**src/rtl/load_store_unit.sv**
```systemverilog
// load_store_unit
// Data-memory access stage of the RV32I core. Turns the ALU result into a
// single word-aligned request over a req/ack handshake. Produces byte enables
// and lane-replicated store data, and returns extended load data to writeback.
// The PC is stalled while an access is pending.

module load_store_unit (
  input  logic        clk,
  input  logic        rst,
  input  logic [31:0] LSUaddr,
  input  logic [31:0] LSUwdata,
  input  logic [2:0]  LSUfunc3,
  input  logic        LSUload,
  input  logic        LSUstore,
  output logic [31:0] LSUrdata,
  output logic        LSUbusy,
  output logic        LSUdone,
  output logic        LSUfault,
  output logic [31:0] MEMaddr,
  output logic [31:0] MEMwdata,
  output logic [3:0]  MEMbe,
  output logic        MEMwe,
  output logic        MEMreq,
  input  logic        MEMack,
  input  logic [31:0] MEMrdata
);

  typedef enum logic [1:0] {
    IDLE = 2'd0,
    REQ  = 2'd1,
    DONE = 2'd2
  } state_t;

  // Access size encoding in func3[1:0]
  localparam logic [1:0] SZ_B = 2'b00;
  localparam logic [1:0] SZ_H = 2'b01;
  localparam logic [1:0] SZ_W = 2'b10;

  state_t      state_reg, state_next;
  logic [31:0] addr_reg,  addr_next;
  logic [31:0] wdata_reg, wdata_next;
  logic [3:0]  be_reg,    be_next;
  logic        we_reg,    we_next;
  logic        req_reg,   req_next;
  logic [2:0]  kind_reg,  kind_next;
  logic [1:0]  lo_reg,    lo_next;
  logic        fault_reg, fault_next;
  logic [31:0] rdata_reg, rdata_next;

  // ---------------------------------------------------------------------
  // Start decode and fault classification (purely from the core's inputs)
  // ---------------------------------------------------------------------
  logic       start;
  logic [1:0] size;
  logic       bad_func3;
  logic       bad_store;
  logic       misaligned;
  logic       start_fault;

  assign start      = LSUload | LSUstore;
  assign size       = LSUfunc3[1:0];
  // 011, 110 and 111 have no meaning for loads or stores
  assign bad_func3  = (LSUfunc3 == 3'b011) | (LSUfunc3[2] & LSUfunc3[1]);
  // Unsigned variants exist only for loads
  assign bad_store  = LSUstore & LSUfunc3[2];
  assign misaligned = ((size == SZ_H) & LSUaddr[0]) |
                      ((size == SZ_W) & (LSUaddr[1:0] != 2'b00));
  assign start_fault = (LSUload & LSUstore) | bad_func3 | bad_store | misaligned;

  // ---------------------------------------------------------------------
  // Per-lane byte enables and store data replication
  // ---------------------------------------------------------------------
  logic [3:0]  be_dec;
  logic [31:0] wdata_dec;

  generate
    for (genvar gi = 0; gi < 4; gi++) begin : g_lane
      localparam logic [1:0] LANE = 2'(gi);

      // A lane is enabled when it falls inside the accessed byte/half/word
      always_comb begin
        be_dec[gi] = 1'b0;
        case (size)
          SZ_B:    be_dec[gi] = (LSUaddr[1:0] == LANE);
          SZ_H:    be_dec[gi] = (LSUaddr[1] == LANE[1]);
          default: be_dec[gi] = 1'b1;
        endcase
      end

      // Replicate the low byte/half across all lanes so any enabled lane
      // sees the right data regardless of the offset
      always_comb begin
        wdata_dec[8*gi +: 8] = LSUwdata[8*gi +: 8];
        case (size)
          SZ_B:    wdata_dec[8*gi +: 8] = LSUwdata[7:0];
          SZ_H:    wdata_dec[8*gi +: 8] = LSUwdata[8*(gi % 2) +: 8];
          default: wdata_dec[8*gi +: 8] = LSUwdata[8*gi +: 8];
        endcase
      end
    end
  endgenerate

  // ---------------------------------------------------------------------
  // Load extraction from the returned word using the latched offset/kind
  // ---------------------------------------------------------------------
  logic [7:0]  byte_sel;
  logic [15:0] half_sel;
  logic [31:0] load_ext;

  assign byte_sel = MEMrdata[{lo_reg, 3'b000} +: 8];
  assign half_sel = lo_reg[1] ? MEMrdata[31:16] : MEMrdata[15:0];

  // Sign- or zero-extend the selected lane according to the load kind
  always_comb begin
    load_ext = MEMrdata;
    case (kind_reg)
      3'b000:  load_ext = {{24{byte_sel[7]}}, byte_sel};
      3'b001:  load_ext = {{16{half_sel[15]}}, half_sel};
      3'b100:  load_ext = {24'h000000, byte_sel};
      3'b101:  load_ext = {16'h0000, half_sel};
      default: load_ext = MEMrdata;
    endcase
  end

  // ---------------------------------------------------------------------
  // FSM: next state and next values of every registered output
  // ---------------------------------------------------------------------
  always_comb begin
    state_next = state_reg;
    addr_next  = addr_reg;
    wdata_next = wdata_reg;
    be_next    = be_reg;
    we_next    = we_reg;
    req_next   = req_reg;
    kind_next  = kind_reg;
    lo_next    = lo_reg;
    fault_next = fault_reg;
    rdata_next = rdata_reg;

    case (state_reg)
      IDLE: begin
        if (start) begin
          if (start_fault) begin
            // Rejected access: no memory traffic, just report it
            fault_next = 1'b1;
            state_next = DONE;
          end else begin
            addr_next  = {LSUaddr[31:2], 2'b00};
            wdata_next = wdata_dec;
            be_next    = be_dec;
            we_next    = LSUstore;
            kind_next  = LSUfunc3;
            lo_next    = LSUaddr[1:0];
            fault_next = 1'b0;
            req_next   = 1'b1;
            state_next = REQ;
          end
        end
      end

      REQ: begin
        // MEM outputs stay frozen until the memory accepts
        if (MEMack) begin
          req_next   = 1'b0;
          state_next = DONE;
          if (!we_reg) begin
            rdata_next = load_ext;
          end
        end
      end

      DONE: begin
        // The core still holds its request here; it is not re-accepted
        state_next = IDLE;
      end

      default: begin
        state_next = IDLE;
      end
    endcase
  end

  // State and registered outputs; reset aborts any access in flight
  always_ff @(posedge clk) begin
    if (rst) begin
      state_reg <= IDLE;
      addr_reg  <= 32'h0;
      wdata_reg <= 32'h0;
      be_reg    <= 4'b0000;
      we_reg    <= 1'b0;
      req_reg   <= 1'b0;
      kind_reg  <= 3'b000;
      lo_reg    <= 2'b00;
      fault_reg <= 1'b0;
      rdata_reg <= 32'h0;
    end else begin
      state_reg <= state_next;
      addr_reg  <= addr_next;
      wdata_reg <= wdata_next;
      be_reg    <= be_next;
      we_reg    <= we_next;
      req_reg   <= req_next;
      kind_reg  <= kind_next;
      lo_reg    <= lo_next;
      fault_reg <= fault_next;
      rdata_reg <= rdata_next;
    end
  end

  assign MEMaddr  = addr_reg;
  assign MEMwdata = wdata_reg;
  assign MEMbe    = be_reg;
  assign MEMwe    = we_reg;
  assign MEMreq   = req_reg;
  assign LSUrdata = rdata_reg;

  assign LSUdone  = (state_reg == DONE);
  assign LSUfault = (state_reg == DONE) & fault_reg;
  assign LSUbusy  = (state_reg == REQ) | ((state_reg == IDLE) & start);

endmodule

```
**config.mk**
```make
export PLATFORM = sky130hd
export DESIGN_NAME = load_store_unit
export DESIGN_NICKNAME = d
export VERILOG_FILES = /design/src/rtl/load_store_unit.sv
export SDC_FILE = /design/constraint.sdc
export NUM_CORES = 1
export LEC_CHECK = 0
export ABC_CLOCK_PERIOD_IN_PS = 4450
export BUFFER_PORTS_ARGS = -buffer_cell sky130_fd_sc_hd__buf_2
export CAP_MARGIN = 20
export CORE_MARGIN = 5
export CORE_UTILIZATION = 25
export CTS_CLUSTER_SIZE = 20
export DETAILED_ROUTE_END_ITERATION = 8
export PLACE_DENSITY = 0.44
export SYNTH_ARGS = -nofsm -noshare
export SYNTH_HDL_FRONTEND = slang
export SYNTH_SLANG_ARGS = --single-unit
```
**constraint.sdc**
```tcl
create_clock -name clk -period 4.45 [get_ports clk]
set_clock_uncertainty 0.15 [all_clocks]
set_input_delay 0.89 -clock clk [delete_from_list [all_inputs] [get_ports clk]]
set_output_delay 0.89 -clock clk [all_outputs]
set_load 0.05 [all_outputs]
```
==> results by stage <==
Run status:
- The run finished with clean final reports.

GRT:
- The number of global-route vias before repair is 4997.
- The initial antenna violation count is 1.
- Entering global routing, the biggest net connects 57 pins.
- The global-route wire length before repair is 28000 um.
- The overall routing resource usage is 15.5%.
- The global route total overflow is 0.

Worst setup path:
- The worst path required time is 4.56 ns.
- The data arrival time of the critical path is 3.01 ns.
- The critical path class is in2reg.
- In this design, the largest share of critical-path delay is due to compound AO/OA/AOI/OAI gates.
- The endpoint kind of the worst setup timing path is a flip-flop.
- In this run the worst path has a maximum fanout of 53.
- The sum of buffers and inverters on the critical path is 2.
- STA classifies the critical path startpoint as an input port.
- Walking the worst path, the cells encountered are buf_2 > nor3_1 > o22a_2 > buf_4 > a21oi_1 > a211oi_1.
- The stage delay of the slowest cell on the critical path is 0.54 ns.
- The cell with the largest stage delay on the worst path is sky130_fd_sc_hd__buf_4.

Yosys:
- The post-synthesis register bit count is 108.
- The cell count after synthesis came out at 597.
- The multiplexer share of the synthesized area is 5.57%.
- The combinational family with the most area after synthesis is compound AO/OA/AOI/OAI gates.
- Sequential cells were found to cover 43.8% of the synthesized design area.
- A synthesized cell averages 8.27 um2.
- The number of flops mapped to enable cells by yosys is 0.
- The library cell occupying the most area in the post-synthesis netlist is sky130_fd_sc_hd__dfxtp_1.
- The post-synthesis simple-gate area fraction is 15.6%.
- The adder-cell share of the synthesized area is 0%.
- The synthesized netlist occupies a cell area of 4940 um2.
- The fraction of synthesized cell area in xor and xnor cells is 0%.
- The number of unique standard cell types used by synthesis is 41.
- The leading register cell type out of synthesis is sky130_fd_sc_hd__dfxtp_1.
- The top-area cell type share of the netlist area is 43.8%.
- The most common cell in the synthesized netlist is sky130_fd_sc_hd__dfxtp_1.
- Sorting the synthesized cells by area gives the leading types as sky130_fd_sc_hd__dfxtp_1, sky130_fd_sc_hd__a21oi_1, sky130_fd_sc_hd__o21ai_0, sky130_fd_sc_hd__nand3_1, sky130_fd_sc_hd__mux2i_1.
- In the synthesized netlist the async set-or-reset flop fraction comes to 0%.
- Summing the areas of all compound-gate instances in the mapped netlist gives 28.2% of the synthesized area.
- Counting instances in the post-synthesis netlist gives the leading cell types as sky130_fd_sc_hd__dfxtp_1, sky130_fd_sc_hd__a21oi_1, sky130_fd_sc_hd__o21ai_0.
- The Yosys step of the flow raised 0 warnings.

Place:
- The weighted congestion reported at the end of routability-driven placement is 0.829.
- Prior to clock tree synthesis, the placed netlist has a worst setup slack of 1.15 ns.
- The wire-length estimate of the detail-placed layout is 13200 um.
- Buffers placed on the I/O ports in this run total 206.

Timing:
- After routing, the total negative slack on setup checks comes to 0 ns.
- The highest clock rate is 345 MHz.
- For the pin with the worst max-slew slack, the measured transition is 0.994 ns.
- Setup repair after global routing left no endpoint under its margin.
- Subtracting the final worst setup slack from the clock period gives 2.90 ns.
- The final count of negative-setup-slack endpoints is 0.
- The hold violation total from the final report came to 0.
- The tightest hold path in the finished design has a slack of 0.321 ns.
- The max-slew violation total from the final report is 0.
- The worst max-slew margin expressed relative to the limit is 33.7%.
- After layout, the worst setup slack is 1.55 ns.
- The final cycle utilization of the critical path is 65.2%.

Route:
- The first TritonRoute pass finished after 5 iterations.
- In the routed design, unresolved DRC markers number 0.
- The routed via count is 5125.
- In the final routed layout, each cell accounts on average for 17.7 um.
- Summed over all layers, the routed wires come to 18200 um.
- Dividing the detail-routed via count by the number of cells gives 4.98.
- The remaining antenna violation count after routing is 0.
- The iteration-0 DRC count of the detailed router is 328.

Clocking:
- The number of buffers added to fix hold violations after cts is 0.
- The clock transition at the registers of the reported paths is 0.07 ns.
- The TritonCTS buffer count is 9.
- Once the clock tree was built, the resizer swapped 0 gates to a different size.
- The TritonCTS sink count is 108.
- The latest clock arrival within the worst-skew pair is 0.35 ns.
- The maximum clock path buffer count is 2.
- CTS placed an instance of sky130_fd_sc_hd__clkbuf_16 at the clock tree root.
- The number of setup buffers added after CTS is 0.
- The TritonCTS clock tree is built.
- The H-tree was split into 3 levels.

Power and ir drop:
- Internal power comes to 1700 uW.
- Overall power consumption after layout is estimated at 2550 uW.
- The static power due to leakage is 0.00262 uW.
- The maximum VDD drop is 0.000161 V.
- The analysis attributes to net switching a power of 845 uW.
- The power density normalized to cell area is 397 nW/um2.
- The switching share of power is 33.1%.
- In this run, the clock network consumes 35.2% of the power.
- Per report_power, the combinational group accounts for 23.2% of the total.
- Per report_power, the sequential group accounts for 41.6% of the total.

Die:
- The full die area is 22700 um2.
- The placeable core region is 19500 um2.
- The width of the die is 151 um.
- Once the floorplan was initialized, standard cells occupied 25.4% of the core.
- The die is 151 um tall.
- The row count is 51.
- The total I/O pin count is 209.

Flow run:
- The total of max-cap violations is 0.

Cells and area:
- Cells with a size suffix above 1 make up 31.8% of the layout.
- The synthesis-to-layout area growth is 29.8%.
- The diode insertion count for antenna repair is 0.
- The final layout contains 863 nets.

Worst hold path:
- The class of the tightest hold or removal check is reg2reg.
-- placed cells by master, fill, tap and decap left out, types with 2 or more instances in the layout --
cell and instances:
sky130_fd_sc_hd__buf_2 205, sky130_fd_sc_hd__nor3_1 8, sky130_fd_sc_hd__nand2_1 51, sky130_fd_sc_hd__clkbuf_8 2
sky130_fd_sc_hd__nor3b_1 4, sky130_fd_sc_hd__nor2_1 28, sky130_fd_sc_hd__mux2i_1 23, sky130_fd_sc_hd__a311oi_1 15
sky130_fd_sc_hd__o41ai_1 3, sky130_fd_sc_hd__a32o_1 4, sky130_fd_sc_hd__a21oi_1 85, sky130_fd_sc_hd__or3_1 2
sky130_fd_sc_hd__a221oi_1 9, sky130_fd_sc_hd__buf_4 10, sky130_fd_sc_hd__inv_1 5, sky130_fd_sc_hd__nand3b_1 3
sky130_fd_sc_hd__nand2b_1 6, sky130_fd_sc_hd__dfxtp_1 108, sky130_fd_sc_hd__mux2_2 4, sky130_fd_sc_hd__clkinvlp_4 2
sky130_fd_sc_hd__conb_1 2, sky130_fd_sc_hd__a211oi_1 28, sky130_fd_sc_hd__o2111ai_1 8, sky130_fd_sc_hd__nand3_1 47
sky130_fd_sc_hd__bufinv_16 2, sky130_fd_sc_hd__nor2b_1 2, sky130_fd_sc_hd__clkbuf_16 9, sky130_fd_sc_hd__o21ai_0 73
-- power by group through the flow --
stage | logic, uW | clock network [uW] | registers, uW
floorplan | 250 | 0 | 1250
global placement | 592 | 0 | 1080
detailed placement | 594 | 0 | 1080
CTS | 595 | 929 | 1060
global route | 636 | 967 | 1070
finish | 590 | 898 | 1060
-- layer usage --
metal	GRT usage (%)	part of all wire [%]	vias to the layer above
li1	-	-	2500
met1	21.0	45	2420
met2	24.0	45	183
met3	4.58	8.3	20
met4	4.57	1.5	2
met5	0	0.060	-
-- area by class of cell --
cell class,instances,area [um2]
Inverter,6,22.5
Tap cell,265,332
Fill cell,2130,13000
Clock buffer,11,253
Clock inverter,5,83.8
Timing Repair Buffer,215,1100
Sequential cell,108,2160
Multi-Input combinational cell,419,2460
-- through the flow --
stage	utilization, %	cells	area, um2
2_1_floorplan	-	598	4940
3_3_place_gp	31.2	1013	6080
3_5_place_dp	31.2	1013	6080
4_1_cts	33.0	1029	6410
5_1_grt	33.0	1029	6410
6_report	33.0	1029	6410
-- logic make-up after synthesis --
kind of cell           after synthesis
AO/OA/AOI/OAI                      230
AND/OR/NAND/NOR                    160
flip-flops                         108
buffers and inverters               71
multiplexers                        27
other                                1
-- worst reg2reg max path: cells and delay by family (launching register included) --
family / cells / cell delay, ns
AO/OA/AOI/OAI: 2 / 0.78
multiplexers: 2 / 0.60
flip-flops: 1 / 0.82
-- path summary, 6_finish.rpt --
| kind | endpoint | start | slack (ns) | cells after the start |
|---|---|---|---|---|
| max | MEMwdata[19] | LSUfunc3[0] | 1.55 | 6 |
| min | MEMreq | MEMreq | 0.32 | 2 |
| max reg2reg | LSUrdata[26] | lo_reg[1] | 1.94 | 4 |
| min reg2reg | MEMreq | MEMreq | 0.32 | 2 |
Power figures use the tool's default switching activity.
